File: src/rtl/mmio_uart_tx.sv
// Memory-mapped 8N1 UART transmitter with a small TX FIFO on the data bus.
// Define UART_TX_IRQ_EN to add the CTRL register and the irq output.
module mmio_uart_tx #(
   parameter logic [15:0] BASE_ADDR   = 16'h00F0,
   parameter int          FIFO_DEPTH  = 4,
   parameter logic [15:0] DEFAULT_DIV = 16'd16
) (
   input  logic        clk,
   input  logic        rst_n,
   input  logic [15:0] mem_access_addr,
   input  logic [15:0] mem_write_data,
   input  logic        mem_write_en,
   input  logic        mem_read,
   output logic [15:0] mem_read_data,
   output logic        tx
`ifdef UART_TX_IRQ_EN
   ,
   output logic        irq
`endif
);

   localparam int AW = $clog2(FIFO_DEPTH);
   localparam int CW = AW + 1;

   typedef enum logic [1:0] {IDLE, START, DATA, STOP} state_t;

   state_t         state;
   logic           sel;
   logic [1:0]     off;
   logic           wr_en;
   logic [7:0]     fifo [FIFO_DEPTH];
   logic [AW-1:0]  wptr;
   logic [AW-1:0]  rptr;
   logic [CW-1:0]  count;
   logic           full;
   logic           empty;
   logic           push_req;
   logic           push;
   logic           pop;
   logic           ovf;
   logic [15:0]    baud;
   logic [7:0]     shift;
   logic [2:0]     bit_idx;
   logic [15:0]    div;
   logic [15:0]    cnt;
   logic           bit_end;
   logic           busy;
   logic [15:0]    status;
`ifdef UART_TX_IRQ_EN
   logic           ie;
`endif

   assign sel      = mem_access_addr[15:2] == BASE_ADDR[15:2];
   assign off      = mem_access_addr[1:0];
   assign wr_en    = sel & mem_write_en;
   assign full     = count == CW'(FIFO_DEPTH);
   assign empty    = count == '0;
   assign busy     = state != IDLE;
   assign bit_end  = cnt == div - 16'd1;
   assign pop      = !empty && (state == IDLE || (state == STOP && bit_end));
   assign push_req = wr_en && off == 2'd0;
   // A pop in the same cycle frees a slot, so a full FIFO may still accept.
   assign push     = push_req && (!full || pop);
   assign status   = {8'd0, 4'(count), ovf, empty, full, busy};

   always_ff @(posedge clk or negedge rst_n) begin
      if (!rst_n) begin
         wptr  <= '0;
         rptr  <= '0;
         count <= '0;
         ovf   <= 1'b0;
         baud  <= DEFAULT_DIV;
         for (int i = 0; i < FIFO_DEPTH; i++) fifo[i] <= '0;
`ifdef UART_TX_IRQ_EN
         ie    <= 1'b0;
         irq   <= 1'b0;
`endif
      end else begin
         if (push) begin
            fifo[wptr] <= mem_write_data[7:0];
            wptr       <= wptr + AW'(1);
         end
         if (pop) rptr <= rptr + AW'(1);
         if (push && !pop) count <= count + CW'(1);
         else if (pop && !push) count <= count - CW'(1);
         if (push_req && !push) ovf <= 1'b1;
         else if (wr_en && off == 2'd1 && mem_write_data[3]) ovf <= 1'b0;
         if (wr_en && off == 2'd2)
            baud <= (mem_write_data == 16'd0) ? 16'd1 : mem_write_data;
`ifdef UART_TX_IRQ_EN
         if (wr_en && off == 2'd3) ie <= mem_write_data[0];
         irq <= ie & empty & (state == IDLE);
`endif
      end
   end

   always_ff @(posedge clk or negedge rst_n) begin
      if (!rst_n) begin
         state   <= IDLE;
         tx      <= 1'b1;
         shift   <= '0;
         bit_idx <= '0;
         div     <= DEFAULT_DIV;
         cnt     <= '0;
      end else begin
         unique case (state)
            IDLE: begin
               if (pop) begin
                  shift <= fifo[rptr];
                  div   <= baud;
                  cnt   <= '0;
                  tx    <= 1'b0;
                  state <= START;
               end
            end
            START: begin
               if (bit_end) begin
                  cnt     <= '0;
                  tx      <= shift[0];
                  shift   <= shift >> 1;
                  bit_idx <= '0;
                  state   <= DATA;
               end else begin
                  cnt <= cnt + 16'd1;
               end
            end
            DATA: begin
               if (bit_end) begin
                  cnt <= '0;
                  if (bit_idx == 3'd7) begin
                     tx    <= 1'b1;
                     state <= STOP;
                  end else begin
                     tx      <= shift[0];
                     shift   <= shift >> 1;
                     bit_idx <= bit_idx + 3'd1;
                  end
               end else begin
                  cnt <= cnt + 16'd1;
               end
            end
            STOP: begin
               if (bit_end) begin
                  cnt <= '0;
                  // Back-to-back frames: reload without passing through IDLE.
                  if (pop) begin
                     shift <= fifo[rptr];
                     div   <= baud;
                     tx    <= 1'b0;
                     state <= START;
                  end else begin
                     state <= IDLE;
                  end
               end else begin
                  cnt <= cnt + 16'd1;
               end
            end
            default: state <= IDLE;
         endcase
      end
   end

   always_comb begin
      mem_read_data = 16'd0;
      if (sel && mem_read) begin
         case (off)
            2'd1:    mem_read_data = status;
            2'd2:    mem_read_data = baud;
`ifdef UART_TX_IRQ_EN
            2'd3:    mem_read_data = {15'd0, ie};
`endif
            default: mem_read_data = 16'd0;
         endcase
      end
   end

endmodule

File: config.mk
export PLATFORM = sky130hd
export DESIGN_NAME = mmio_uart_tx
export DESIGN_NICKNAME = d
export VERILOG_FILES = /design/src/rtl/mmio_uart_tx.sv
export SDC_FILE = /design/constraint.sdc
export NUM_CORES = 1
export LEC_CHECK = 0
export CAP_MARGIN = 20
export CORE_MARGIN = 2
export CORE_UTILIZATION = 30
export DETAILED_ROUTE_END_ITERATION = 12
export GPL_TIMING_DRIVEN = 0
export SYNTH_ARGS = -nofsm -noshare
export SYNTH_HDL_FRONTEND = slang
export SYNTH_SLANG_ARGS = --single-unit
File: constraint.sdc
create_clock -name clk -period 6.3 [get_ports clk]
set_clock_uncertainty 0.15 [all_clocks]
set_input_delay 0.945 -clock clk [delete_from_list [all_inputs] [get_ports clk]]
set_output_delay 0.945 -clock clk [all_outputs]
set_load 0.005 [all_outputs]
==> results.md <==
* Critical Path RT at roughly 6400 ps
* Clock Pin Slew Worst Setup and Hold Paths at 70 ps
* WL per Instance at 16.5 µm
* Ratio of total power to cell area at approximately 180 mW/mm²
* Mean cell area of the mapped netlist at 11.4 µm²
* IO Pins at 53
* Maximum VDD drop at 0.103 mV
* Clk Latency, worst-skew pair at 350 ps
* Post-Syn Area at 0.00571 mm²
* Status: completed
* Sum Neg Setup Slack at 0 ps
* Unrepaired setup endpoints after global routing: no
* Worst hold-check path type: flip-flop to flip-flop
* Setup ws final at 1040 ps
* Least-Margin Pin Slew at 947 ps
* Crit path capture type: flip-flop
* Vias at 4172
* # DRC at 0
* Primary FF master, synth: dfrtp_1
* Maxcap violations at 0
* Sequential area share after synthesis at 44.8%
* Placed cells at 787
* Post-CTS setup repair buffer count at 0
* CP Data Arrival Time at around 5400 ps
* Worst path cell trace: clkbuf_1 > inv_1 > ha_1 > clkbuf_1 > or3b_2 > or4_1 > or4b_1 > o211a_2 > nor3_4 > a31oi_4 > nor2_1 > ha_1 > inv_1 > fa_1 > xor2_1 > nor2_1 > xor2_1
* Initial core utilization at between 30% and 40%
* CP peak stage delay at 550 ps
* Final Non-Filler Cells at 803
* CP max FO at 10
* Peak Freq at 0.190 GHz
* Die Area at 0.0201 mm²
* Initial antenna violation count at 0
* 1st-pass router iterations at 4
* Post-synth ARST share at 100%
* Critical Path Start Type: flip-flop
* Final Net Count at around 600
* Syn_nets at 553
* CTS Buf Count at 9
* Fraction of layout cells with a size suffix above 1 at 22.5%
* Final period util at 83.4%
* Min cycle time layout at 5260 ps
* Gr ovfl total at 0
* Largest net degree at the start of global routing at 73
* Number of library cell types mapped by synthesis at 63
* Sink Count at a little over 100
* First-pass GRT wire length at 22.3 mm
* Height of the die at 142 µm
* Global placement routability congestion at 0.890
* Cells after synthesis at 500
* Hold Violations, Final at 0
* PortBufs at 52
* Area Overhead vs Synth at 19.8%
* Flop2flop setup slack at 1040 ps
* DRT iter0 DRCs at 163
* Rows at 50
* Hpwl dp at 9.87 mm
* H-tree Lvls at 3
* Vias in the first global route at 4263
* Post-DP Area at 0.00655 mm²
* CTS tree: done
* Post-cts repair resize count at 0
* Die width at 142 µm
* Slew HR at 36.4%
* Final wirelength at 13.3 mm
* Via density at ~5.2
* CORE AREA at 0.0187 mm²
* Place WS at approximately 1100 ps
* Crit path kind: flip-flop to flip-flop
* Number of flops mapped to enable cells by yosys at 0
* Pins over their slew limit at 0
* Gr usage total at 14.0%
* Diodes inserted at 0
* Cts hold-fix bufs at 0
* Clock root cell: clkbuf_16
* Leak at ~3.1 nW
* Synth Register Bits at 102
* CTS Buffer Depth at 2
* Crit-path slowest cell: or3b_2
* Finish-stage setup viols at 0
* Detail Route Antenna Nets at 0
* YS warnings at 0
* Final instance area at 0.00684 mm²
[layout make-up]
type | instances | area, µm²
fillers | 1792 | 11900
multi-input cells | 362 | 3010
flip-flops and latches | 102 | 2560
repair buffers | 53 | 546
well taps | 234 | 293
clock buffers | 9 | 225
plain buffers | 23 | 95.1
clock inverters | 7 | 63.8
inverters | 13 | 48.8
[kinds of logic after synthesis]
logic type,Yosys count,share of synthesized area [%]
and+or+nand+nor,153,16.0
DFF,102,44.8
muxes,92,19.7
AOI/OAI and AO/OA,77,9.62
buffers and inverters,36,2.52
xor gates and xnor gates,23,3.53
adders and majority gates,17,3.86
[worst paths after layout]
path,depth (start not counted),startpoint,endpoint
max,17,div[0],count[2]
min,2,ovf,ovf
max reg2reg,17,div[0],count[2]
min reg2reg,2,ovf,ovf
max in group asynchronous,2,rst_n,baud[4]
min in group asynchronous,1,rst_n,shift[3]
[metal layers]
metal | vias to the layer above | wire length, µm | GRT usage [%]
met5 | - | 0 | 0
met1 | 2101 | 6300 | 19.1
met3 | 12 | 401 | 2.12
met2 | 85 | 6320 | 22.8
li1 | 1974 | - | -
met4 | 0 | 240 | 4.53
[report_power, final]
group | internal (mW) | switching (mW) | leakage, nW
sequential | 0.654 | 0.0000626 | 1.38
combinational | 0.0234 | 0.0263 | 1.54
clock | 0.278 | 0.265 | 0.142
total | 0.956 | 0.292 | 3.06
[state kept, by name, indices dropped and copies added, names as in the netlist, 2 cells and up]
signal and cells:
baud 16, bit_idx 3, cnt 16, count 3, div 16, fifo 32
rptr 2, shift 8, state 2, wptr 2
[critical path: cells and delay by family, from the launching register on]
kind	cells	cell delay (ps)
buffers and inverters	4	710
xor gates and xnor gates	2	320
DFF	1	360
AOI/OAI and AO/OA	2	440
and+or+nand+nor	6	2440
adders and majority gates	3	750
[synthesized netlist by cell type (all sizes together), types with 2 or more instances]
cell / instances / share of area, %
dfrtp: 99 / 43
mux2: 83 / 16
nor2: 29 / 1.9
nand2: 21 / 1.4
and3: 20 / 2.2
clkbuf: 20 / 1.3
ha: 16 / 3.5
a21oi: 14 / 1.2
nand2b: 14 / 1.5
inv: 13 / 0.85
xnor2: 13 / 2.0
a31oi: 12 / 1.6
nand3: 12 / 1.1
nor3: 11 / 1.2
o21ai: 11 / 0.96
nor4: 10 / 1.2
xor2: 10 / 1.5
a22o: 8 / 1.2
mux4: 8 / 3.2
a22oi: 7 / 0.92
nor3b: 7 / 1.7
or3: 5 / 0.55
or4: 5 / 0.66
nor4b: 4 / 0.61
a211oi: 3 / 0.39
a21o: 3 / 0.39
buf: 3 / 0.35
dfstp: 3 / 1.4
nand4: 3 / 0.33
or2: 3 / 0.33
a221oi: 2 / 0.31
and2: 2 / 0.22
nand3b: 2 / 0.26
nand4b: 2 / 0.31
o211a: 2 / 0.35
o211ai: 2 / 0.26
o21ba: 2 / 0.35
o31ai: 2 / 0.26
[metrics by stage]
stage	hold WS (ps)	utilization [%]	total power, mW
after floorplan	288	-	0.673
after global placement	313	34.9	0.715
after detailed placement	317	35.0	0.718
after CTS	335	36.5	1.26
after global routing	365	36.5	1.29
final	328	36.5	1.25
[cell usage in the layout (no fill, tap or decap), types with 13 or more instances in the layout]
| cell type | synthesis | routed |
|---|---|---|
| ha_1 | 16 | 16 |
| and3_1 | 20 | 20 |
| nor2_1 | 29 | 29 |
| a21oi_1 | 14 | 14 |
| clkdlybuf4s50_1 | 0 | 51 |
| nand2_1 | 20 | 20 |
| xnor2_1 | 13 | 13 |
| nand2b_1 | 14 | 14 |
| mux2_2 | 80 | 80 |
| clkbuf_1 | 20 | 20 |
| dfrtp_1 | 99 | 99 |
| inv_1 | 13 | 13 |
Note: power is estimated with default switching activity, not from simulation.
